$ cat src/rtl/ising_run_ctrl.sv
// Run sequencer for the coupled-oscillator Ising array: spin programming hold,
// free run with periodic phase sampling, and stop on convergence or budget.
module ising_run_ctrl #(
  parameter int unsigned N           = 8,
  parameter int unsigned CNT_W       = 32,
  parameter int unsigned SYNC_STAGES = 2
) (
  input  logic             clk,
  input  logic             axi_rstn,
  input  logic             start,
  input  logic             abort,
  input  logic [CNT_W-1:0] init_cycles,
  input  logic [CNT_W-1:0] run_cycles,
  input  logic [CNT_W-1:0] sample_period,
  input  logic [CNT_W-1:0] stable_target,
  input  logic [N-1:0]     spin_init,
  input  logic [N-1:0]     spin_phase,
  output logic             ising_rstn,
  output logic [N-1:0]     spin_drive,
  output logic             busy,
  output logic             done,
  output logic             converged,
  output logic             aborted,
  output logic [N-1:0]     spins_out,
  output logic [CNT_W-1:0] cycles_out
);

  localparam logic [CNT_W-1:0] CNT_ONE = CNT_W'(1);
  localparam logic [CNT_W-1:0] CNT_MAX = '1;

  typedef enum logic [1:0] {S_IDLE, S_INIT, S_RUN, S_DONE} state_t;

  state_t           state_q, state_d;
  logic [CNT_W-1:0] init_cfg_q, init_cfg_d, run_cfg_q, run_cfg_d;
  logic [CNT_W-1:0] per_cfg_q, per_cfg_d, tgt_cfg_q, tgt_cfg_d;
  logic [N-1:0]     spin_cfg_q, spin_cfg_d;
  logic [CNT_W-1:0] init_cnt_q, init_cnt_d, run_cnt_q, run_cnt_d;
  logic [CNT_W-1:0] samp_cnt_q, samp_cnt_d, stable_q, stable_d;
  logic             base_q, base_d;
  logic             ising_rstn_q, ising_rstn_d, busy_q, busy_d;
  logic             done_q, done_d, conv_q, conv_d, aborted_q, aborted_d;
  logic [N-1:0]     spin_drive_q, spin_drive_d, spins_q, spins_d;
  logic [CNT_W-1:0] cycles_q, cycles_d;
  logic [N-1:0]     sync_q [SYNC_STAGES];
  logic [N-1:0]     phase_c;
  logic             last_c, wrap_c, conv_c;

  function automatic logic [CNT_W-1:0] eff(input logic [CNT_W-1:0] v);
    return (v == '0) ? CNT_ONE : v;
  endfunction

  // Metastability synchronizer on the free-running oscillator phases.
  always_ff @(posedge clk or negedge axi_rstn) begin
    if (!axi_rstn) begin
      for (int unsigned s = 0; s < SYNC_STAGES; s++) sync_q[s] <= '0;
    end else begin
      sync_q[0] <= spin_phase;
      for (int unsigned s = 1; s < SYNC_STAGES; s++) sync_q[s] <= sync_q[s-1];
    end
  end

  assign phase_c = sync_q[SYNC_STAGES-1];
  assign last_c  = (run_cnt_q == eff(run_cfg_q));
  assign wrap_c  = (samp_cnt_q == eff(per_cfg_q));

  always_comb begin
    state_d      = state_q;
    init_cfg_d   = init_cfg_q;
    run_cfg_d    = run_cfg_q;
    per_cfg_d    = per_cfg_q;
    tgt_cfg_d    = tgt_cfg_q;
    spin_cfg_d   = spin_cfg_q;
    init_cnt_d   = init_cnt_q;
    run_cnt_d    = run_cnt_q;
    samp_cnt_d   = samp_cnt_q;
    stable_d     = stable_q;
    base_d       = base_q;
    conv_d       = conv_q;
    spins_d      = spins_q;
    cycles_d     = cycles_q;
    ising_rstn_d = 1'b0;
    busy_d       = 1'b0;
    done_d       = 1'b0;
    aborted_d    = 1'b0;
    spin_drive_d = '0;
    conv_c       = 1'b0;
    unique case (state_q)
      S_IDLE: begin
        if (start) begin
          init_cfg_d   = init_cycles;
          run_cfg_d    = run_cycles;
          per_cfg_d    = sample_period;
          tgt_cfg_d    = stable_target;
          spin_cfg_d   = spin_init;
          conv_d       = 1'b0;
          stable_d     = '0;
          base_d       = 1'b0;
          run_cnt_d    = '0;
          samp_cnt_d   = '0;
          init_cnt_d   = CNT_ONE;
          spin_drive_d = spin_init;
          busy_d       = 1'b1;
          state_d      = S_INIT;
        end
      end
      S_INIT: begin
        if (abort) begin
          aborted_d = 1'b1;
          cycles_d  = run_cnt_q;
          state_d   = S_IDLE;
        end else if (init_cnt_q == eff(init_cfg_q)) begin
          run_cnt_d    = CNT_ONE;
          samp_cnt_d   = CNT_ONE;
          ising_rstn_d = 1'b1;
          busy_d       = 1'b1;
          state_d      = S_RUN;
        end else begin
          init_cnt_d   = init_cnt_q + CNT_ONE;
          spin_drive_d = spin_cfg_q;
          busy_d       = 1'b1;
        end
      end
      S_RUN: begin
        if (abort) begin
          aborted_d = 1'b1;
          cycles_d  = run_cnt_q;
          state_d   = S_IDLE;
        end else begin
          samp_cnt_d = wrap_c ? CNT_ONE : samp_cnt_q + CNT_ONE;
          // The budget's final cycle always captures so spins_out reflects the end state.
          if (wrap_c || last_c) begin
            spins_d = phase_c;
            base_d  = 1'b1;
            if (base_q) begin
              if (phase_c == spins_q) begin
                stable_d = (stable_q == CNT_MAX) ? stable_q : stable_q + CNT_ONE;
              end else begin
                stable_d = '0;
              end
            end
            conv_c = (tgt_cfg_q != '0) && (stable_d == tgt_cfg_q);
          end
          if (conv_c || last_c) begin
            done_d   = 1'b1;
            conv_d   = conv_c;
            cycles_d = run_cnt_q;
            state_d  = S_DONE;
          end else begin
            run_cnt_d    = run_cnt_q + CNT_ONE;
            ising_rstn_d = 1'b1;
            busy_d       = 1'b1;
          end
        end
      end
      S_DONE: begin
        state_d = S_IDLE;
      end
      default: begin
        state_d = S_IDLE;
      end
    endcase
  end

  always_ff @(posedge clk or negedge axi_rstn) begin
    if (!axi_rstn) begin
      state_q      <= S_IDLE;
      init_cfg_q   <= '0;
      run_cfg_q    <= '0;
      per_cfg_q    <= '0;
      tgt_cfg_q    <= '0;
      spin_cfg_q   <= '0;
      init_cnt_q   <= '0;
      run_cnt_q    <= '0;
      samp_cnt_q   <= '0;
      stable_q     <= '0;
      base_q       <= 1'b0;
      conv_q       <= 1'b0;
      spins_q      <= '0;
      cycles_q     <= '0;
      ising_rstn_q <= 1'b0;
      busy_q       <= 1'b0;
      done_q       <= 1'b0;
      aborted_q    <= 1'b0;
      spin_drive_q <= '0;
    end else begin
      state_q      <= state_d;
      init_cfg_q   <= init_cfg_d;
      run_cfg_q    <= run_cfg_d;
      per_cfg_q    <= per_cfg_d;
      tgt_cfg_q    <= tgt_cfg_d;
      spin_cfg_q   <= spin_cfg_d;
      init_cnt_q   <= init_cnt_d;
      run_cnt_q    <= run_cnt_d;
      samp_cnt_q   <= samp_cnt_d;
      stable_q     <= stable_d;
      base_q       <= base_d;
      conv_q       <= conv_d;
      spins_q      <= spins_d;
      cycles_q     <= cycles_d;
      ising_rstn_q <= ising_rstn_d;
      busy_q       <= busy_d;
      done_q       <= done_d;
      aborted_q    <= aborted_d;
      spin_drive_q <= spin_drive_d;
    end
  end

  assign ising_rstn = ising_rstn_q;
  assign spin_drive = spin_drive_q;
  assign busy       = busy_q;
  assign done       = done_q;
  assign converged  = conv_q;
  assign aborted    = aborted_q;
  assign spins_out  = spins_q;
  assign cycles_out = cycles_q;

endmodule

$ cat config.mk
export PLATFORM = sky130hd
export DESIGN_NAME = ising_run_ctrl
export DESIGN_NICKNAME = d
export VERILOG_FILES = /design/src/rtl/ising_run_ctrl.sv
export SDC_FILE = /design/constraint.sdc
export NUM_CORES = 1
export LEC_CHECK = 0
export CORE_MARGIN = 1.5
export CORE_UTILIZATION = 52
export CTS_CLUSTER_SIZE = 10
export DETAILED_ROUTE_END_ITERATION = 6
export DONT_BUFFER_PORTS = 1
export GPL_TIMING_DRIVEN = 0
export MAX_ROUTING_LAYER = met4
export PLACE_DENSITY_LB_ADDON = 0.1
export SYNTH_ARGS = -nofsm -noshare
export SYNTH_HDL_FRONTEND = slang
export SYNTH_SLANG_ARGS = --single-unit
$ cat constraint.sdc
create_clock -name clk -period 8.9 [get_ports clk]
set_clock_uncertainty 0.05 [all_clocks]
set_input_delay 2.225 -clock clk [delete_from_list [all_inputs] [get_ports clk]]
set_output_delay 2.225 -clock clk [all_outputs]
set_load 0.02 [all_outputs]
==> results of run 1 <==
registers in the layout, summed over array words and instances, names as in the netlist, 32 cells and up:
| signal | count |
|---|---|
| cycles_out | 32 |
| init_cfg_q | 32 |
| init_cnt_q | 32 |
| per_cfg_q | 32 |
| run_cfg_q | 32 |
| run_cnt_q | 32 |
| samp_cnt_q | 32 |
| stable_q | 32 |
| tgt_cfg_q | 32 |
stage by stage:
stage / utilization, % / hold WS [ns] / worst slack, ns / area (µm²)
6_report: 57.7 / 0.286 / 3.88 / 19800
5_1_grt: 57.7 / 0.294 / 3.70 / 19800
4_1_cts: 57.6 / 0.287 / 3.95 / 19800
2_1_floorplan: - / 0.281 / 4.83 / 18100
3_5_place_dp: 54.4 / 0.285 / 3.85 / 18700
3_3_place_gp: 54.3 / 0.283 / 2.78 / 18700
cell usage in the layout, fill, tap and decap left out, drive strengths merged, types with 5 or more instances in the layout:
cell     netlist  routed
a31oi         31      31
buf           35      37
clkinv         0       5
mux2i          7       7
nand2        529     529
o211ai         6       6
or4            9       9
and4          13      13
mux2          41      41
nand2b        14      14
a211oi        16      16
dfrtp        336     336
nor2b          8       8
nand4         64      64
o21ai        110     110
nand3         84      84
o31ai         20      20
and2           9       9
xor2          84      84
a21o           6       6
and3          22      22
nor4          64      64
a21oi         52      52
a2111oi        8       8
clkbuf        90     137
nor2         141     141
or3           23      23
inv           31      33
nor3          27      27
o41ai          5       5
or2            7       7
xnor2         90      90
ha             8       8
cells by family (layout without fill, tap and decap cells):
kind of cell	Yosys count	after routing
AO/OA/AOI/OAI	305	305
XOR/XNOR	174	174
adder cells (fa/ha/maj)	8	8
buffers and inverters	156	212
flip-flops	336	336
multiplexers	48	48
AND/OR/NAND/NOR	1030	1030
worst max-delay path, delay by kind of cell, from the launching register on:
family	cells	cell delay, ns
buffers and inverters	3	0.81
AO/OA/AOI/OAI	4	1.27
AND/OR/NAND/NOR	5	1.61
multiplexers	1	0.31
adder cells (fa/ha/maj)	1	0.34
flip-flops	1	0.49
power breakdown:
part / switching (mW) / total [mW] / internal, mW
registers: 0.429 / 2.30 / 1.87
logic: 0.917 / 1.49 / 0.570
clock network: 0.629 / 1.46 / 0.832
total: 1.97 / 5.25 / 3.27
layer usage:
layer / GRT usage (%) / up-vias / part of all wire [%]
li1: - / 7202 / -
met1: 44.2 / 7622 / 46
met2: 47.7 / 577 / 45
met3: 5.57 / 112 / 6.7
met4: 10.1 / 0 / 2.8
met5: - / - / 0
final cells by class:
cell class | count | area (µm²)
Clock buffer | 46 | 1050
Clock inverter | 7 | 46.3
Tap cell | 455 | 569
Timing Repair Buffer | 3 | 20.0
Multi-Input combinational cell | 1565 | 9030
Sequential cell | 336 | 8410
Fill cell | 3172 | 14600
Buffer | 125 | 569
Inverter | 31 | 116
worst max-delay path by stage:
stage                 start        endpoint  slack, ns  depth (start not counted)
4_1_cts         stable_q[1]   cycles_out[5]       3.95                         14
6_report        stable_q[1]   cycles_out[5]       3.88                         14
3_3_place_gp   spins_out[6]   cycles_out[2]       2.78                         12
3_5_place_dp          abort    stable_q[27]       3.85                          6
5_1_grt         stable_q[1]   run_cnt_q[31]       3.70                         13
2_1_floorplan         start  init_cnt_q[28]       4.83                         10
==> impl_metrics.json, run 1 <==
{
  "area_growth_pct": 9.44,
  "ys_seq_elements": 336,
  "htreeDepth": 2,
  "drt-pass1-iter-count": 6,
  "cp.arrival_ns": 5.41,
  "postCtsHoldBufs": 0,
  "drt_wl_total_mm": 55.4,
  "synth_top_family_by_area": "simple AND/OR/NAND/NOR gates",
  "cts.clk_slew.worst_paths_ns": 0.05,
  "rsz0062_at_grt": "false",
  "final-hold-violation-count": 0,
  "min-delay-start": "sync_q[12]",
  "crit_chain": "ha_1 -> nand3_1 -> nor4_4 -> clkbuf_1 -> a21oi_1 -> and3_1 -> o21ai_0 -> nand4_1 -> nor4_2 -> a41o_1 -> buf_6 -> o211a_4 -> buf_12 -> mux2_4",
  "drt_iter0_markers": 1435,
  "cap_violations": 0,
  "cp_slowest_cell": "nor4_4",
  "antenna_left": 0,
  "cts_root_buf": "clkbuf_16",
  "slew_headroom_pct": -4.35,
  "hold_class": "reg2reg",
  "synth_sequential_area_ratio_pct": 46.4,
  "worstSetupPathType": "reg2reg",
  "critPathMaxStageDelay_ns": 0.58,
  "grt_pass1_wl_mm": 86.0,
  "postSynthAreaPerCell_um2": 8.80,
  "via_per_inst": 6.04,
  "period_needed_ns": 5.02,
  "fmax_mhz": 199,
  "drv_slew": 58,
  "endpoint_kind": "flop",
  "synth-xor-area-share_pct": 8.46,
  "ctsResizeCount": 0,
  "required_ns": 9.29,
  "synth.net_count": 2213,
  "ff2ff_path_depth": 14,
  "hpwl_mm": 40.4,
  "holdPathEnd": "phase_c[4]",
  "min_period_over_period_pct": 56.4,
  "syn-instance-count": 2057,
  "power.density_nw_per_um2": 265,
  "reg2reg_from": "stable_q[1]",
  "synth_cell_types": 83,
  "status": "finished, violations left",
  "tns_ns": 0,
  "drive_gt1_share_pct": 6.63,
  "tightest_slew_ns": 1.57,
  "routed-via-count": 15500,
  "violations": "slew limit",
  "cp_max_fo": 10,
  "grt_max_degree": 337,
  "post_drt_wl_per_cell_um": 21.6,
  "start_util_pct": 52.7,
  "dp.cells": 2514,
  "start_kind": "flop",
  "p_leak_nw": 8.81,
  "synth_compound_area_share_pct": 10.8,
  "ios": 201,
  "yosys-top-cells-count": "529 x nand2_1, 336 x dfrtp_1, 141 x nor2_1",
  "cts_tree": "done",
  "clock_latency_ns": 0.57,
  "synth_top_area_share_pct": 46.4,
  "reg2reg_slack_ns": 3.88,
  "fin_cells": 2568,
  "dieWidth_um": 190,
  "total_power_mw": 5.25,
  "irDropWorstVdd_v": 0.000220,
  "synth_top_area_cell": "dfrtp_1",
  "cts_buffers": 41,
  "grt_util_all_layers_pct": 31.9,
  "synth_fa_ha_area_share_pct": 0.553,
  "setup_viol": 0,
  "core_area_um2": 34400,
  "grt_pass1_vias": 14700,
  "row_count": 68,
  "synth_enable_flop_cells": 0,
  "syn_area_um2": 18100,
  "place_congestion": 0.963,
  "ys.flop_type": "dfrtp_1",
  "antenna_found_initial": 0,
  "die_height_um": 190,
  "synthArstFlopShare_pct": 100,
  "drc": 0,
  "synthMuxAreaShare_pct": 3.56,
  "cts_buffer_depth": 3,
  "ys_warn_count": 0,
  "nets": 2259,
  "netlist_top_cells_area": "dfrtp_1 46%, nand2_1 11%, xnor2_1 4.4%",
  "yosys.area_share.simple_pct": 26.4,
  "clkSinkCount": 336,
  "n_antenna_cell": 0,
  "holdPathStages": 0,
  "portBuffers": 0,
  "dieArea_um2": 36000,
  "rr_endpoint": "cycles_out[5]",
  "post-cts-setup-buffer-count": 0,
  "yosysMostFrequentCell": "nand2_1",
  "grt_overflow": 0
}
No activity file was read; power rests on OpenSTA's default activity.
==> run 2, diff against run 1 <==
==> constraint.sdc (replaced) <==
create_clock -name clk -period 4.2 [get_ports clk]
set_clock_uncertainty 0.05 [all_clocks]
set_input_delay 1.05 -clock clk [delete_from_list [all_inputs] [get_ports clk]]
set_output_delay 1.05 -clock clk [all_outputs]
set_load 0.02 [all_outputs]
==> run 2 against run 1 <==
Effect of this change:
- the run still ends with slew limit left
- cell area up 2.6%
- via count rose by 1.1%
- sequential power up 110%
- sequential cell count is the same
- combinational power rose by 120%
- global-route usage up 0.33 points
- hold slack got worse by 0.16 ns
- total power increased by 110%
- largest cell class unchanged
==> impl_metrics.json, run 2 (synthesis gave the netlist of run 1 again) <==
{
  "worstSetupPathType": "reg2reg",
  "n_antenna_cell": 0,
  "antenna_left": 0,
  "nets": 2290,
  "grt_util_all_layers_pct": 32.2,
  "routed-via-count": 15700,
  "start_kind": "flop",
  "grt_overflow": 0,
  "cts_buffer_depth": 3,
  "postCtsHoldBufs": 0,
  "postLayoutCellArea_um2": 20300,
  "p_comb_share_pct": 29.2,
  "grt_max_degree": 337,
  "drive_gt1_share_pct": 9.65,
  "p_clk_share_pct": 27.6,
  "die_height_um": 190,
  "grt_pass1_vias": 14900,
  "rsz0062_at_grt": "true",
  "drv_slew": 123,
  "start_util_pct": 52.7,
  "setup_viol": 0,
  "cp.arrival_ns": 4.51,
  "required_ns": 4.59,
  "p_sw_mw": 4.23,
  "via_per_inst": 6.03,
  "hold_class": "in2async",
  "reg2reg_from": "base_q",
  "antenna_found_initial": 0,
  "cts_tree": "done",
  "cts_root_buf": "clkbuf_16",
  "fmax_mhz": 243,
  "p_leak_nw": 9.10,
  "power.density_nw_per_um2": 554,
  "portBuffers": 0,
  "place_congestion": 0.963,
  "rr_endpoint": "cycles_out[4]",
  "violations": "slew limit",
  "endpoint_kind": "flop",
  "drt_iter0_markers": 1396,
  "ff2ff_path_depth": 13,
  "layout_common_cells": "529 x nand2_1, 332 x dfrtp_1, 140 x nor2_1, 109 x o21ai_0, 90 x xnor2_1",
  "min_period_over_period_pct": 98.1,
  "irDropWorstVdd_v": 0.000466,
  "period_needed_ns": 4.12,
  "dieWidth_um": 190,
  "tns_ns": 0,
  "dieArea_um2": 36000,
  "dpl-instance-area_um2": 18700,
  "clkSinkCount": 336,
  "drt_wl_total_mm": 55.9,
  "hpwl_mm": 40.4,
  "post_drt_wl_per_cell_um": 21.5,
  "core_area_um2": 34400,
  "final-hold-violation-count": 0,
  "grt_pass1_wl_mm": 86.8,
  "row_count": 68,
  "cp_max_fo": 10,
  "cts.clk_slew.worst_paths_ns": 0.06,
  "cap_violations": 0,
  "tightest_slew_ns": 1.65,
  "post-route-util_pct": 59.1,
  "p_sw_share_pct": 37.6,
  "drc": 0,
  "p_seq_share_pct": 43.2,
  "status": "finished, violations left",
  "reg2reg_slack_ns": 0.08,
  "area_growth_pct": 12.3,
  "slew_headroom_pct": -10.1,
  "drt-pass1-iter-count": 6,
  "ios": 201,
  "htreeDepth": 2,
  "final_common_cell": "nand2_1",
  "p_int_mw": 7.03,
  "cts_buffers": 41,
  "clock_latency_ns": 0.57
}
[run 2: cell count changes in the layout (fill, tap and decap cells not counted), sizes merged]
cell	change
buf	+33
clkbuf	-3
bufbuf	+1
[run 2: how the worst max path moves through the flow]
stage | from | endpoint | slack (ns)
after floorplan | spins_out[6] | cycles_out[10] | 0.43
after global placement | spins_out[6] | cycles_out[2] | -1.92
after detailed placement | stable_q[1] | cycles_out[5] | -0.73
after CTS | stable_q[13] | cycles_out[9] | 0.03
after global routing | stable_q[2] | cycles_out[4] | -0.04
final | base_q | cycles_out[4] | 0.08
[run 2: worst max-delay path: stages, from the launching register on]
cell	delay [ns]
dfrtp_1	0.36
clkbuf_2	0.33
inv_1	0.23
clkbuf_2	0.29
a211oi_1	0.63
xor2_1	0.16
a22oi_1	0.22
nand4_1	0.19
nor4_4	0.39
a41o_1	0.23
buf_6	0.11
o211a_4	0.20
bufbuf_16	0.29
mux2_4	0.29
[run 2: layout make-up]
type	count	area [µm²]
plain buffers	121	598
multi-input cells	1565	9210
clock inverters	7	46.3
fillers	3127	14000
flip-flops and latches	336	8410
well taps	455	569
repair buffers	38	327
clock buffers	46	1050
inverters	31	116
[run 2: power groups by stage]
| stage | combinational [mW] | clock [mW] | sequential (mW) |
|---|---|---|---|
| final | 3.29 | 3.10 | 4.87 |
| after global routing | 3.65 | 3.27 | 4.96 |
| after CTS | 3.27 | 3.16 | 4.85 |
| after detailed placement | 3.13 | 0 | 4.90 |
| after floorplan | 2.35 | 0 | 4.58 |
| after global placement | 3.06 | 0 | 4.88 |
[run 2: routing by layer]
metal	track usage, %	routed length [µm]
met5	-	0
met4	10.8	1690
met3	5.44	4040
met2	48.0	25200
met1	44.7	25000
[run 2: repair_timing]
action,CTS,global route
endpoints found under the setup margin,82,69
gates cloned,1,0
resized for setup,30,38
setup buffers,18,17
pin swaps,17,14
[run 2: through the flow]
| step | total power [mW] | setup slack (ns) | hold WS (ns) | cells |
|---|---|---|---|---|
| finish | 11.3 | 0.0791 | 0.131 | 2599 |
| global route | 11.9 | -0.0379 | 0.116 | 2599 |
| CTS | 11.3 | 0.0255 | 0.113 | 2586 |
| detailed placement | 8.03 | -0.727 | 0.285 | 2514 |
| global placement | 7.94 | -1.92 | 0.283 | 2512 |
| floorplan | 6.94 | 0.433 | 0.281 | 2057 |
==> RTL change 1, RTL diff (settings of run 1) <==
The output `busy` loses its register stage (`busy_q` becomes a continuous assignment).
--- a/src/rtl/ising_run_ctrl.sv
+++ b/src/rtl/ising_run_ctrl.sv
@@ -178,7 +178,6 @@
       spins_q      <= '0;
       cycles_q     <= '0;
       ising_rstn_q <= 1'b0;
-      busy_q       <= 1'b0;
       done_q       <= 1'b0;
       aborted_q    <= 1'b0;
       spin_drive_q <= '0;
@@ -198,12 +197,13 @@
       spins_q      <= spins_d;
       cycles_q     <= cycles_d;
       ising_rstn_q <= ising_rstn_d;
-      busy_q       <= busy_d;
       done_q       <= done_d;
       aborted_q    <= aborted_d;
       spin_drive_q <= spin_drive_d;
     end
   end
+
+  assign busy_q = busy_d;
 
   assign ising_rstn = ising_rstn_q;
   assign spin_drive = spin_drive_q;
Function: changed (Yosys sat finds a counterexample within 4 cycles, from zero or initial values and one cycle with axi_rstn low).
==> RTL change 1 against run 1 <==
The flow still finishes with violations (slew limit). Sequential share of layout area is 0.19 points lower. Utilization rose by 0.087 points. Power is 0.76% higher. Critical path type is now reg -> out. Clock power increased by 3%. Cell area rose by 0.15%. Routed wire length decreased by 0.11%. Sequential cell count down 1. Area after synthesis decreased by 0.14%. Global-route usage increased by 0.31 points. Setup slack lost 2.6 ns.
==> RTL change 1: results (changes against run 1) <==
The run finished, with violations left. Violations in the final reports: slew limit (unchanged). The routed via count divided by cell count was 6.053 (was 6.041). The initial antenna violation count is 1 (was 0), and the die width is 189.5 um (was 189.6 um).

The average cell area after synthesis came out at 8.796 um2 (was 8.804 um2). Most numerous cell types in the synthesized netlist: 529 x sky130_fd_sc_hd__nand2_1, 335 x sky130_fd_sc_hd__dfrtp_1, 141 x sky130_fd_sc_hd__nor2_1 (was 529 x sky130_fd_sc_hd__nand2_1, 336 x sky130_fd_sc_hd__dfrtp_1, 141 x sky130_fd_sc_hd__nor2_1). For the met1 track demand over resource in global routing, the log shows 45.28% (was 44.20%). The half-perimeter wire length after detailed placement came out at 40470 um (was 40440 um). Met2 layer usage reported by global route: 46.51% (was 47.66%). The tools report the global-route wire length before repair as 86930 um (was 85980 um). For the detailed route wirelength on metal2, the log shows 24570 um (was 24890 um). Final design area excluding fillers: 0.01985 mm2 (was 0.01982 mm2).

The minimum setup slack after placement was 2.010 ns (was 3.851 ns). The maximum number of pins on one net before global-route repair was 336 (was 337); the share of cells above drive strength 1 was 6.667% (was 6.626%). The tools report the peak supply drop as 0.0001710 V (was 0.0002201 V). The run gives 0.008383 mm2 (was 0.008408 mm2) as the storage element area.

Share of the synthesized area in compound gates (AO/OA/AOI/OAI): 10.86% (was 10.84%). The relative max-transition margin is -5.568% (was -4.346%). The portion of the post-synthesis area used by sequential elements was 46.35% (was 46.43%); the placed instance area was 0.01868 mm2 (was 0.01871 mm2). The fraction of synthesized cell area in xor and xnor cells is 8.468% (was 8.457%). The multiplexer area fraction after synthesis is 3.563% (was 3.558%).

The number of max-slew violations in the final report is 118 (was 58), and the via count is 15560 (was 15510). The tools report the number of detailed-route iterations in the first pass as 5 (was 6). The met3 wire length was 3910 um (was 3687 um); the leakage power was 8.818 nW (was 8.813 nW).

The run gives 1527 (was 1435) as the number of DRC violations after detailed-routing iteration 0. The switching power as a share of total power is 37.60% (was 37.65%), and the met3 usage in global routing is 5.690% (was 5.571%).
==> RTL change 1: kinds of logic after synthesis <==
| group | after synthesis |
|---|---|
| adders and majority gates | 8 |
| DFF | 335 |
| xor gates and xnor gates | 174 |
| buffers and inverters | 156 |
| AOI/OAI and AO/OA | 305 |
| and+or+nand+nor | 1030 |
| muxes | 48 |
==> RTL change 1: path summary, 6_finish.rpt <==
| path | from | end | slack [ns] | cells past startpoint |
|---|---|---|---|---|
| max in group asynchronous | axi_rstn | init_cnt_q[28] | 6.21 | 0 |
| min in group asynchronous | axi_rstn | tgt_cfg_q[31] | 1.31 | 0 |
| setup / recovery | stable_q[17] | busy | 1.27 | 12 |
| setup reg to reg | stable_q[1] | cycles_out[7] | 4.01 | 14 |
| hold reg to reg | sync_q[11] | phase_c[3] | 0.29 | 0 |
| hold / removal | sync_q[11] | phase_c[3] | 0.29 | 0 |
==> RTL change 2, RTL diff (settings of run 1) <==
Made on the original files. `CNT_W`: 32 -> 48.
--- a/src/rtl/ising_run_ctrl.sv
+++ b/src/rtl/ising_run_ctrl.sv
@@ -2,7 +2,7 @@
 // free run with periodic phase sampling, and stop on convergence or budget.
 module ising_run_ctrl #(
   parameter int unsigned N           = 8,
-  parameter int unsigned CNT_W       = 32,
+  parameter int unsigned CNT_W       = 48,
   parameter int unsigned SYNC_STAGES = 2
 ) (
   input  logic             clk,
Ports: changed (5 resized); port bits go from 201 to 281. The function was not compared with the original's and may differ.
==> RTL change 2 against run 1 <==
Power rose by 45%. Sequential cell count grew 144. Die area is 44% higher. Largest power group unchanged. Routed wire length is 69% higher. Area after synthesis grew 45%. Setup slack worse by 2.2 ns. Combinational power grew 38%. Utilization fell by 0.076 points. Cell area increased by 45%. The flow finishes with violations (capacitance limit, slew limit). Via count grew 54%.
==> RTL change 2: results (changes against run 1) <==
The average cell area after synthesis is 8.737 um2 (was 8.804 um2). Violations in the final reports: capacitance limit, slew limit (was slew limit). The fraction of synthesized cell area in xor and xnor cells came out at 8.409% (was 8.457%). The relative max-transition margin is -42.73% (was -4.346%). Peak supply drop: 0.0002234 V (was 0.0002201 V).

The antenna diode count came out at 15 (was 0). The count of clock-net buffers in the final layout came out at 67 (was 46). Most numerous cell types in the synthesized netlist: 789 x sky130_fd_sc_hd__nand2_1, 480 x sky130_fd_sc_hd__dfrtp_1, 201 x sky130_fd_sc_hd__xor2_1 (was 529 x sky130_fd_sc_hd__nand2_1, 336 x sky130_fd_sc_hd__dfrtp_1, 141 x sky130_fd_sc_hd__nor2_1). The met1 track demand over resource in global routing was 49.58% (was 44.20%); the share of the synthesized area in compound gates (AO/OA/AOI/OAI) was 11.22% (was 10.84%). Number of max-slew violations in the final report: 234 (was 58).

The run gives 0.62 ns (was 0.57 ns) as the insertion delay of the later-clocked pin in the worst-skew pair. The delay of the slowest critical-path stage came out at 0.98 ns (was 0.58 ns). The met3 usage in global routing is 8.725% (was 5.571%).

The flow ran to the end, but the final reports show violations. Launch point of the worst hold path: sync_q[10] (was sync_q[12]). The number of signal-net inverters in the final layout is 44 (was 31).

The unique cell type count in the Yosys netlist was 86 (was 83); the share of cells above drive strength 1 was 6.102% (was 6.626%). The tools report the global-route usage over all layers as 37.23% (was 31.88%). The sequential portion of the cell area works out to 41.75% (was 42.42%).

The max-capacitance violation count was 1 (was 0); the share of the final layout cell area in multi-input gates was 46.48% (was 45.59%). The post-synthesis share of cell area spent on full adders, half adders and majority gates works out to 0.3811% (was 0.5527%). The total detailed-routing wirelength came out at 93790 um (was 55370 um). Family with the most delay on the worst path: buffers and inverters (was simple AND/OR/NAND/NOR gates).

The met2 layer usage reported by global route is 55.01% (was 47.66%). The area fraction of clock buffers and clock inverters was 5.649% (was 5.556%); the layout buffering overhead excluding clock cells was 2.496% (was 2.973%).
## RTL change 2: cell count changes after synthesis, moves of 24 or more
cell / run 1 / this run
sky130_fd_sc_hd__o21ai_0: 109 / 135
sky130_fd_sc_hd__and3_1: 22 / 46
sky130_fd_sc_hd__mux2_2: 11 / 37
sky130_fd_sc_hd__nand3_1: 84 / 113
sky130_fd_sc_hd__nor4_1: 60 / 108
sky130_fd_sc_hd__nand2_1: 529 / 789
sky130_fd_sc_hd__clkbuf_1: 86 / 134
sky130_fd_sc_hd__xnor2_1: 90 / 46
sky130_fd_sc_hd__dfrtp_1: 336 / 480
sky130_fd_sc_hd__nor2_1: 141 / 181
sky130_fd_sc_hd__xor2_1: 83 / 201
sky130_fd_sc_hd__nor3_1: 27 / 62
## RTL change 2: routing by layer
| metal | part of all wire [%] | vias up |
|---|---|---|
| li1 | - | 10680 |
| met5 | 0 | - |
| met4 | 4.2 | 0 |
| met2 | 44 | 1212 |
| met1 | 41 | 11720 |
| met3 | 10 | 232 |
## RTL change 2: power by group
part	internal [mW]	leakage (nW)	total (mW)	switching [mW]
registers	2.69	6.32	3.37	0.683
logic	0.728	6.03	2.06	1.34
clock network	1.24	0.794	2.15	0.904
total	4.66	13.1	7.58	2.92
## RTL change 2: kinds of logic after synthesis
family | count (synthesis)
AOI/OAI and AO/OA | 432
xor gates and xnor gates | 249
adders and majority gates | 8
buffers and inverters | 215
DFF | 480
muxes | 65
and+or+nand+nor | 1557
## RTL change 2: path summary, 6_finish.rpt
path,end,slack (ns)
setup / recovery,busy,1.69
hold / removal,phase_c[2],0.30
setup reg to reg,busy,1.69
hold reg to reg,phase_c[2],0.30
max in group asynchronous,stable_q[6],5.84
min in group asynchronous,cycles_out[26],1.25
